### src/rtl/bfmem_pkg.sv
// Shared types and constants for the bfmem arbiter: FSM encoding, port
// indices, transfer directions and small index helpers.
package bfmem_pkg;

  // Arbiter FSM states
  typedef enum logic [1:0] {
    ST_IDLE  = 2'd0,
    ST_ISSUE = 2'd1,
    ST_WAIT  = 2'd2,
    ST_ACK   = 2'd3
  } state_t;

  // Port indices; also the bit positions inside gnt
  localparam logic [1:0] PORT_L = 2'd0;
  localparam logic [1:0] PORT_D = 2'd1;
  localparam logic [1:0] PORT_I = 2'd2;

  // Transfer direction, same encoding as the CPU's dir signal
  localparam logic DIR_READ  = 1'b0;
  localparam logic DIR_WRITE = 1'b1;

  // Reduce a small value (0..5) modulo 3
  function automatic logic [1:0] wrap3(input logic [2:0] v);
    return (v >= 3'd3) ? 2'(v - 3'd3) : v[1:0];
  endfunction

  // Index of the set bit in a one-hot 3-bit vector (0 when empty)
  function automatic logic [1:0] onehot_idx(input logic [2:0] oh);
    if (oh[2]) return 2'd2;
    if (oh[1]) return 2'd1;
    return 2'd0;
  endfunction

endpackage

### src/rtl/rr_arbiter3.sv
// Combinational 3-way round-robin picker. The search starts at the port
// after 'last' and the first requesting port in that order wins.
module rr_arbiter3
  import bfmem_pkg::*;
(
  input  logic [2:0] req,
  input  logic [1:0] last,
  output logic [2:0] gnt
);

  logic [1:0] first;
  logic [2:0] req_rot;
  logic [2:0] gnt_rot;

  // Highest-priority port this round
  assign first = wrap3({1'b0, last} + 3'd1);

  // Rotate requests so that bit 0 is the highest-priority port
  generate
    for (genvar gi = 0; gi < 3; gi++) begin : g_rot
      assign req_rot[gi] = req[wrap3({1'b0, first} + 3'(gi))];
    end
  endgenerate

  // Fixed-priority pick on the rotated vector (lowest bit wins)
  assign gnt_rot[0] = req_rot[0];
  assign gnt_rot[1] = req_rot[1] & ~req_rot[0];
  assign gnt_rot[2] = req_rot[2] & ~req_rot[1] & ~req_rot[0];

  // Rotate the one-hot grant back to port numbering
  generate
    for (genvar gi = 0; gi < 3; gi++) begin : g_unrot
      assign gnt[gi] = gnt_rot[wrap3(3'(gi) + 3'd3 - {1'b0, first})];
    end
  endgenerate

endmodule

### src/rtl/bfmem_arbiter.sv
// Shares one single-port SRAM between CPU fetch, CPU data and a host loader.
// One transaction at a time, round-robin arbitration, fixed read latency and
// a four-phase req/ack handshake back to each requester.
module bfmem_arbiter
  import bfmem_pkg::*;
#(
  parameter int i_addr_width   = 16,
  parameter int d_addr_width   = 8,
  parameter int mem_addr_width = 17,
  parameter int mem_latency    = 1
) (
  input  logic                      clk,
  input  logic                      rst,
  input  logic                      i_req,
  input  logic [i_addr_width-1:0]   i_addr,
  output logic                      i_ack,
  output logic [7:0]                i_rdata,
  input  logic                      d_req,
  input  logic                      d_dir,
  input  logic [d_addr_width-1:0]   d_addr,
  input  logic [7:0]                d_wdata,
  output logic                      d_ack,
  output logic [7:0]                d_rdata,
  input  logic                      l_req,
  input  logic                      l_dir,
  input  logic [mem_addr_width-1:0] l_addr,
  input  logic [7:0]                l_wdata,
  output logic                      l_ack,
  output logic [7:0]                l_rdata,
  output logic                      mem_en,
  output logic                      mem_we,
  output logic [mem_addr_width-1:0] mem_addr,
  output logic [7:0]                mem_wdata,
  input  logic [7:0]                mem_rdata,
  output logic [2:0]                gnt
);

  // Latency counter start value: WAIT ends when the counter is zero
  localparam logic [1:0] LAT_LOAD = 2'(mem_latency - 1);

  state_t                    state_reg, state_next;
  logic [2:0]                req_vec;
  logic [2:0]                pick;
  logic [2:0]                own_reg;
  logic [1:0]                last_reg;
  logic [1:0]                cnt_reg;
  logic [mem_addr_width-1:0] addr_reg;
  logic                      we_reg;
  logic [7:0]                wdata_reg;
  logic                      own_req;
  logic                      rd_done;
  logic [mem_addr_width-1:0] i_map;
  logic [mem_addr_width-1:0] d_map;
  logic [2:0]                ack_vec;

  // Bit order matches gnt: bit0 loader, bit1 data, bit2 fetch
  assign req_vec = {i_req, d_req, l_req};
  assign own_req = |(own_reg & req_vec);
  assign rd_done = (state_reg == ST_WAIT) && (cnt_reg == 2'd0);

  // Fetch occupies the lower half of memory, data the upper half
  assign i_map = {1'b0, (mem_addr_width-1)'(i_addr)};
  assign d_map = {1'b1, (mem_addr_width-1)'(d_addr)};

  rr_arbiter3 u_rr (
    .req  (req_vec),
    .last (last_reg),
    .gnt  (pick)
  );

  // FSM state register
  always_ff @(posedge clk or posedge rst) begin
    if (rst) state_reg <= ST_IDLE;
    else     state_reg <= state_next;
  end

  // FSM next-state; a requester that has already released skips ACK
  always_comb begin
    state_next = state_reg;
    case (state_reg)
      ST_IDLE: begin
        if (|req_vec) state_next = ST_ISSUE;
      end
      ST_ISSUE: begin
        if (we_reg == DIR_WRITE) state_next = own_req ? ST_ACK : ST_IDLE;
        else                     state_next = ST_WAIT;
      end
      ST_WAIT: begin
        if (cnt_reg == 2'd0) state_next = own_req ? ST_ACK : ST_IDLE;
      end
      ST_ACK: begin
        if (!own_req) state_next = ST_IDLE;
      end
      default: state_next = ST_IDLE;
    endcase
  end

  // Grant: latch owner, round-robin pointer and the winner's request fields
  always_ff @(posedge clk or posedge rst) begin
    if (rst) begin
      own_reg   <= 3'b000;
      last_reg  <= PORT_I;
      addr_reg  <= '0;
      we_reg    <= DIR_READ;
      wdata_reg <= 8'h00;
    end else if ((state_reg == ST_IDLE) && (|req_vec)) begin
      own_reg  <= pick;
      last_reg <= onehot_idx(pick);
      if (pick[PORT_L]) begin
        addr_reg  <= l_addr;
        we_reg    <= l_dir;
        wdata_reg <= l_wdata;
      end else if (pick[PORT_D]) begin
        addr_reg  <= d_map;
        we_reg    <= d_dir;
        wdata_reg <= d_wdata;
      end else begin
        addr_reg  <= i_map;
        we_reg    <= DIR_READ;
        wdata_reg <= 8'h00;
      end
    end
  end

  // Read latency counter: loaded on a read issue, counts down in WAIT
  always_ff @(posedge clk or posedge rst) begin
    if (rst) begin
      cnt_reg <= 2'd0;
    end else if ((state_reg == ST_ISSUE) && (we_reg == DIR_READ)) begin
      cnt_reg <= LAT_LOAD;
    end else if ((state_reg == ST_WAIT) && (cnt_reg != 2'd0)) begin
      cnt_reg <= cnt_reg - 2'd1;
    end
  end

  // Per-port read data holding registers and ack decode
  generate
    for (genvar gi = 0; gi < 3; gi++) begin : g_port
      logic [7:0] rdata_reg;

      // Capture memory data for the owner; held until its next read completes
      always_ff @(posedge clk or posedge rst) begin
        if (rst)                         rdata_reg <= 8'h00;
        else if (rd_done && own_reg[gi]) rdata_reg <= mem_rdata;
      end

      assign ack_vec[gi] = (state_reg == ST_ACK) && own_reg[gi];
    end
  endgenerate

  assign l_ack   = ack_vec[0];
  assign d_ack   = ack_vec[1];
  assign i_ack   = ack_vec[2];
  assign l_rdata = g_port[0].rdata_reg;
  assign d_rdata = g_port[1].rdata_reg;
  assign i_rdata = g_port[2].rdata_reg;

  // Memory strobe and ownership are pure decodes of registered state
  assign mem_en    = (state_reg == ST_ISSUE);
  assign mem_we    = mem_en && (we_reg == DIR_WRITE);
  assign mem_addr  = addr_reg;
  assign mem_wdata = wdata_reg;
  assign gnt       = (state_reg != ST_IDLE) ? own_reg : 3'b000;

endmodule

### config.mk
export PLATFORM = sky130hd
export DESIGN_NAME = bfmem_arbiter
export DESIGN_NICKNAME = d
export VERILOG_FILES = /design/src/rtl/bfmem_pkg.sv /design/src/rtl/rr_arbiter3.sv /design/src/rtl/bfmem_arbiter.sv
export SDC_FILE = /design/constraint.sdc
export NUM_CORES = 1
export LEC_CHECK = 0
export CAP_MARGIN = 40
export CELL_PAD_IN_SITES_DETAIL_PLACEMENT = 0
export CELL_PAD_IN_SITES_GLOBAL_PLACEMENT = 1
export CORE_ASPECT_RATIO = 1.75
export CORE_MARGIN = 2
export CORE_UTILIZATION = 29
export CTS_BUF_LIST = sky130_fd_sc_hd__clkbuf_16
export CTS_CLUSTER_DIAMETER = 40
export CTS_CLUSTER_SIZE = 25
export DETAILED_ROUTE_END_ITERATION = 10
export HOLD_SLACK_MARGIN = 0.02
export PLACE_DENSITY = 0.73
export SETUP_SLACK_MARGIN = 0.2
export SYNTH_ARGS = -nofsm -noshare
export SYNTH_HDL_FRONTEND = slang
export SYNTH_SLANG_ARGS = --single-unit
export TNS_END_PERCENT = 20
### constraint.sdc
create_clock -name clk -period 2.2 [get_ports clk]
set_input_delay 0.44 -clock clk [delete_from_list [all_inputs] [get_ports clk]]
set_output_delay 0.44 -clock clk [all_outputs]
set_load 0.05 [all_outputs]
==> key figures <==
Floorplan
  • Die span in y: 137 um
  • FP Rows: 48
  • Top Ports: between 100 and 150
  • Core footprint: 9850 sq um
  • DIE WIDTH: 80.2 um
  • Full die area: 11000 sq um
  • Initial core utilization: 29.9%

Layout
  • Layout area overhead: 77.4%
  • Layout Cells excl Fill: 547
  • Largest register FFs: 17
  • Layout cells sized above 1: between 20 and 30%
  • Fin nets: 494
  • Antenna cell count: 0
  • Final Instance Area: 5220 sq um
  • Final Util: 53.0%

Place
  • # port buffers: about 130
  • Placed cell count: 521
  • Dpl cell area: between 4000 and 5000 sq um
  • Post-DP HPWL: 6950 um
  • Routability cong.: 0.789

Logic synthesis
  • Number of synthesized flops with an enable pin: 0
  • Sequential share of the synthesized area: 50.2%
  • Number of synthesized register bits: 59
  • Synthesized instance count: 256
  • Area share of the largest cell type after synthesis: 49.3%
  • Ys async rst share: 100%
  • Post-Syn Area: roughly 2900 sq um
  • Post-synthesis cell type count: 41
  • Ys Warns: 0
  • Net Count, Synth: 333
  • Main synth FF type: dfrtp_1
  • Area contributors post-synth: dfrtp_1 49%, mux2_2 9.6%, o21ai_0 4.8%
  • Synth Area per Inst: between 10 and 15 sq um
  • Synth area leader: dfrtp_1

Detailed routing
  • Antenna-violating nets left: 0
  • Initial drt markers: 129
  • DRC viols: 0
  • DR pass1 iterations: 4
  • Final wirelength: 9800 um
  • Avg WL per Cell: 17.9 um
  • Total number of vias: 2703
  • Via-to-Cell Ratio: 4.94

Hold path
  • Type of the worst min-delay path: in -> async

CTS
  • Max H-tree Level: 3
  • Clk root buf: clkbuf_16
  • Sink Count: 59
  • Num CTS Buffers: 9
  • CTS Buffer Depth: 2
  • Clock transition at path regs: 50 ps
  • Worst skew pair latency: 330 ps
  • CTS tree: done

Worst setup path
  • Arrival @ worst endpoint: ~2600 ps
  • CP delay by family, top: compound AO/OA/AOI/OAI gates
  • Critical path's slowest cell: dfstp_2
  • Crit start category: flop
  • R2r worst-path depth: 9
  • Nature of the critical path endpoint: flop
  • CP Buf/Inv Count: 2
  • Worst path cell trace: buf_12, ha_4, mux2i_2, o22ai_4, o41ai_4, and2_4, clkbuf_16, a22oi_1, o21ai_1
  • Worst-path fanout max: 12
  • R2R Path End: mem_wdata[1]
  • Peak per-stage delay on the critical path: 560 ps
  • CP required: 2450 ps
  • Reg2reg setup slack: -120 ps
  • RR Startpoint: last_reg[1]
  • Kind of critical path: reg -> reg

Global routing
  • First-pass GRT wire length: 14500 um
  • GR peak layer: met2
  • GRT Overall Usage: 17.6%
  • Gr ovfl total: 0
  • Met2 Use GR: 31.3%
  • Antenna violations before repair: 0
  • Largest net degree at the start of global routing: 31
  • GR Layer Usage met1: 18.0%
  • Vias in the first global route: 2920
  • Grt met3 use: 3.21%

STA
  • Slew headroom: 61.5%
  • Slew @ Worst Pin: 575 ps
  • Clk_skew: 5.78 ps
  • Fin. Hold Viols: 0
  • Final period util: 105%
  • Final setup violating endpoints: 28
  • Worst setup margin: -118 ps
  • Fin crit period: 2320 ps
  • Max-slew violations: 0
  • Fmax: 431 MHz
  • Unrepaired setup endpoints after global routing: yes

Run status
  • Outcome: finished with violations
  • Violated checks: negative setup slack

Job
  • Max_cap viols: 0

Power
  • Total power: 9.61 mW
  • Maximum vdd drop: 0.000908 V
  • Pwr/cell area: 1840 nW/um^2
  • P_leak: around 2.3 nW
## synthesized netlist by cell type, types with 2 or more instances
cell type,n
nand2_1,19
o21ai_0,28
a21o_1,9
a22oi_1,17
ha_1,5
a21oi_1,5
and3_1,3
buf_6,5
clkbuf_1,3
dfrtp_1,58
or2_1,2
nor2b_1,6
buf_2,4
nand2b_1,2
a22o_1,9
mux2i_1,12
inv_1,9
buf_4,3
and2_1,3
mux2_2,25
nand3b_1,2
nor2_1,8
## kinds of logic (layout without fill, tap and decap cells)
| logic type | Yosys count | in the layout | synth area share (%) |
|---|---|---|---|
| flops | 59 | 59 | 50.2 |
| mux | 37 | 37 | 13.6 |
| simple gates | 50 | 51 | 9.47 |
| fa+ha+maj | 5 | 5 | 2.12 |
| buf+inv | 25 | 190 | 5.39 |
| compound gates | 80 | 80 | 19.2 |
## cell usage in the layout (no fill, tap or decap), drive strengths merged, types with 5 or more instances in the layout
cell | synthesis | final
a22oi | 17 | 17
mux2i | 12 | 12
a21oi | 5 | 5
nor2b | 6 | 6
o21ai | 28 | 28
inv | 9 | 10
a21o | 9 | 9
a22o | 9 | 9
clkbuf | 3 | 12
clkdlybuf4s50 | 0 | 117
mux2 | 25 | 25
buf | 13 | 41
dfrtp | 58 | 58
nor2 | 9 | 10
nand2 | 19 | 19
ha | 5 | 5
## layout make-up
cell class,instances,area [sq um]
Inverter,9,33.8
Fill cell,928,4630
Clock buffer,9,225
Multi-Input combinational cell,173,1500
Tap cell,125,156
Timing Repair Buffer,165,1730
Sequential cell,59,1480
Clock inverter,7,101
## power by group
part	internal (mW)	switching [mW]
Clock	0.997	0.521
Sequential	1.61	0.306
Combinational	2.67	3.51
Total	5.28	4.34
## worst max path at each step
stage               cells past startpoint         from  slack, ps           end
global route                            9  last_reg[1]       -190  mem_wdata[1]
finish                                  9  last_reg[1]       -120  mem_wdata[1]
floorplan                              10  last_reg[1]        150  mem_addr[13]
detailed placement                      8        i_req       -440  mem_addr[12]
global placement                        8        i_req       -350  mem_addr[14]
CTS                                    10  last_reg[1]       -120  mem_addr[11]
## routing by layer
layer	share of wire [%]	up-vias
li1	-	1254
met1	35	1329
met2	56	92
met3	4.9	28
met4	4.8	0
met5	0	-
## per-stage QoR
step / setup WS [ps] / hold slack (ps) / setup TNS, ps
after floorplan: 145 / 497 / 0
after global placement: -350 / 487 / -8890
after detailed placement: -439 / 493 / -11230
after CTS: -124 / 478 / -2560
after global routing: -185 / 506 / -3800
final: -118 / 467 / -2050
## repair_timing
action	CTS	global route
gates resized for setup	30	25
pin swaps	14	15
endpoints found under the hold margin	0	0
hold buffers	0	0
endpoints found under the setup margin	31	33
gates cloned	2	3
setup buffers	3	2
Power figures use the tool's default switching activity.
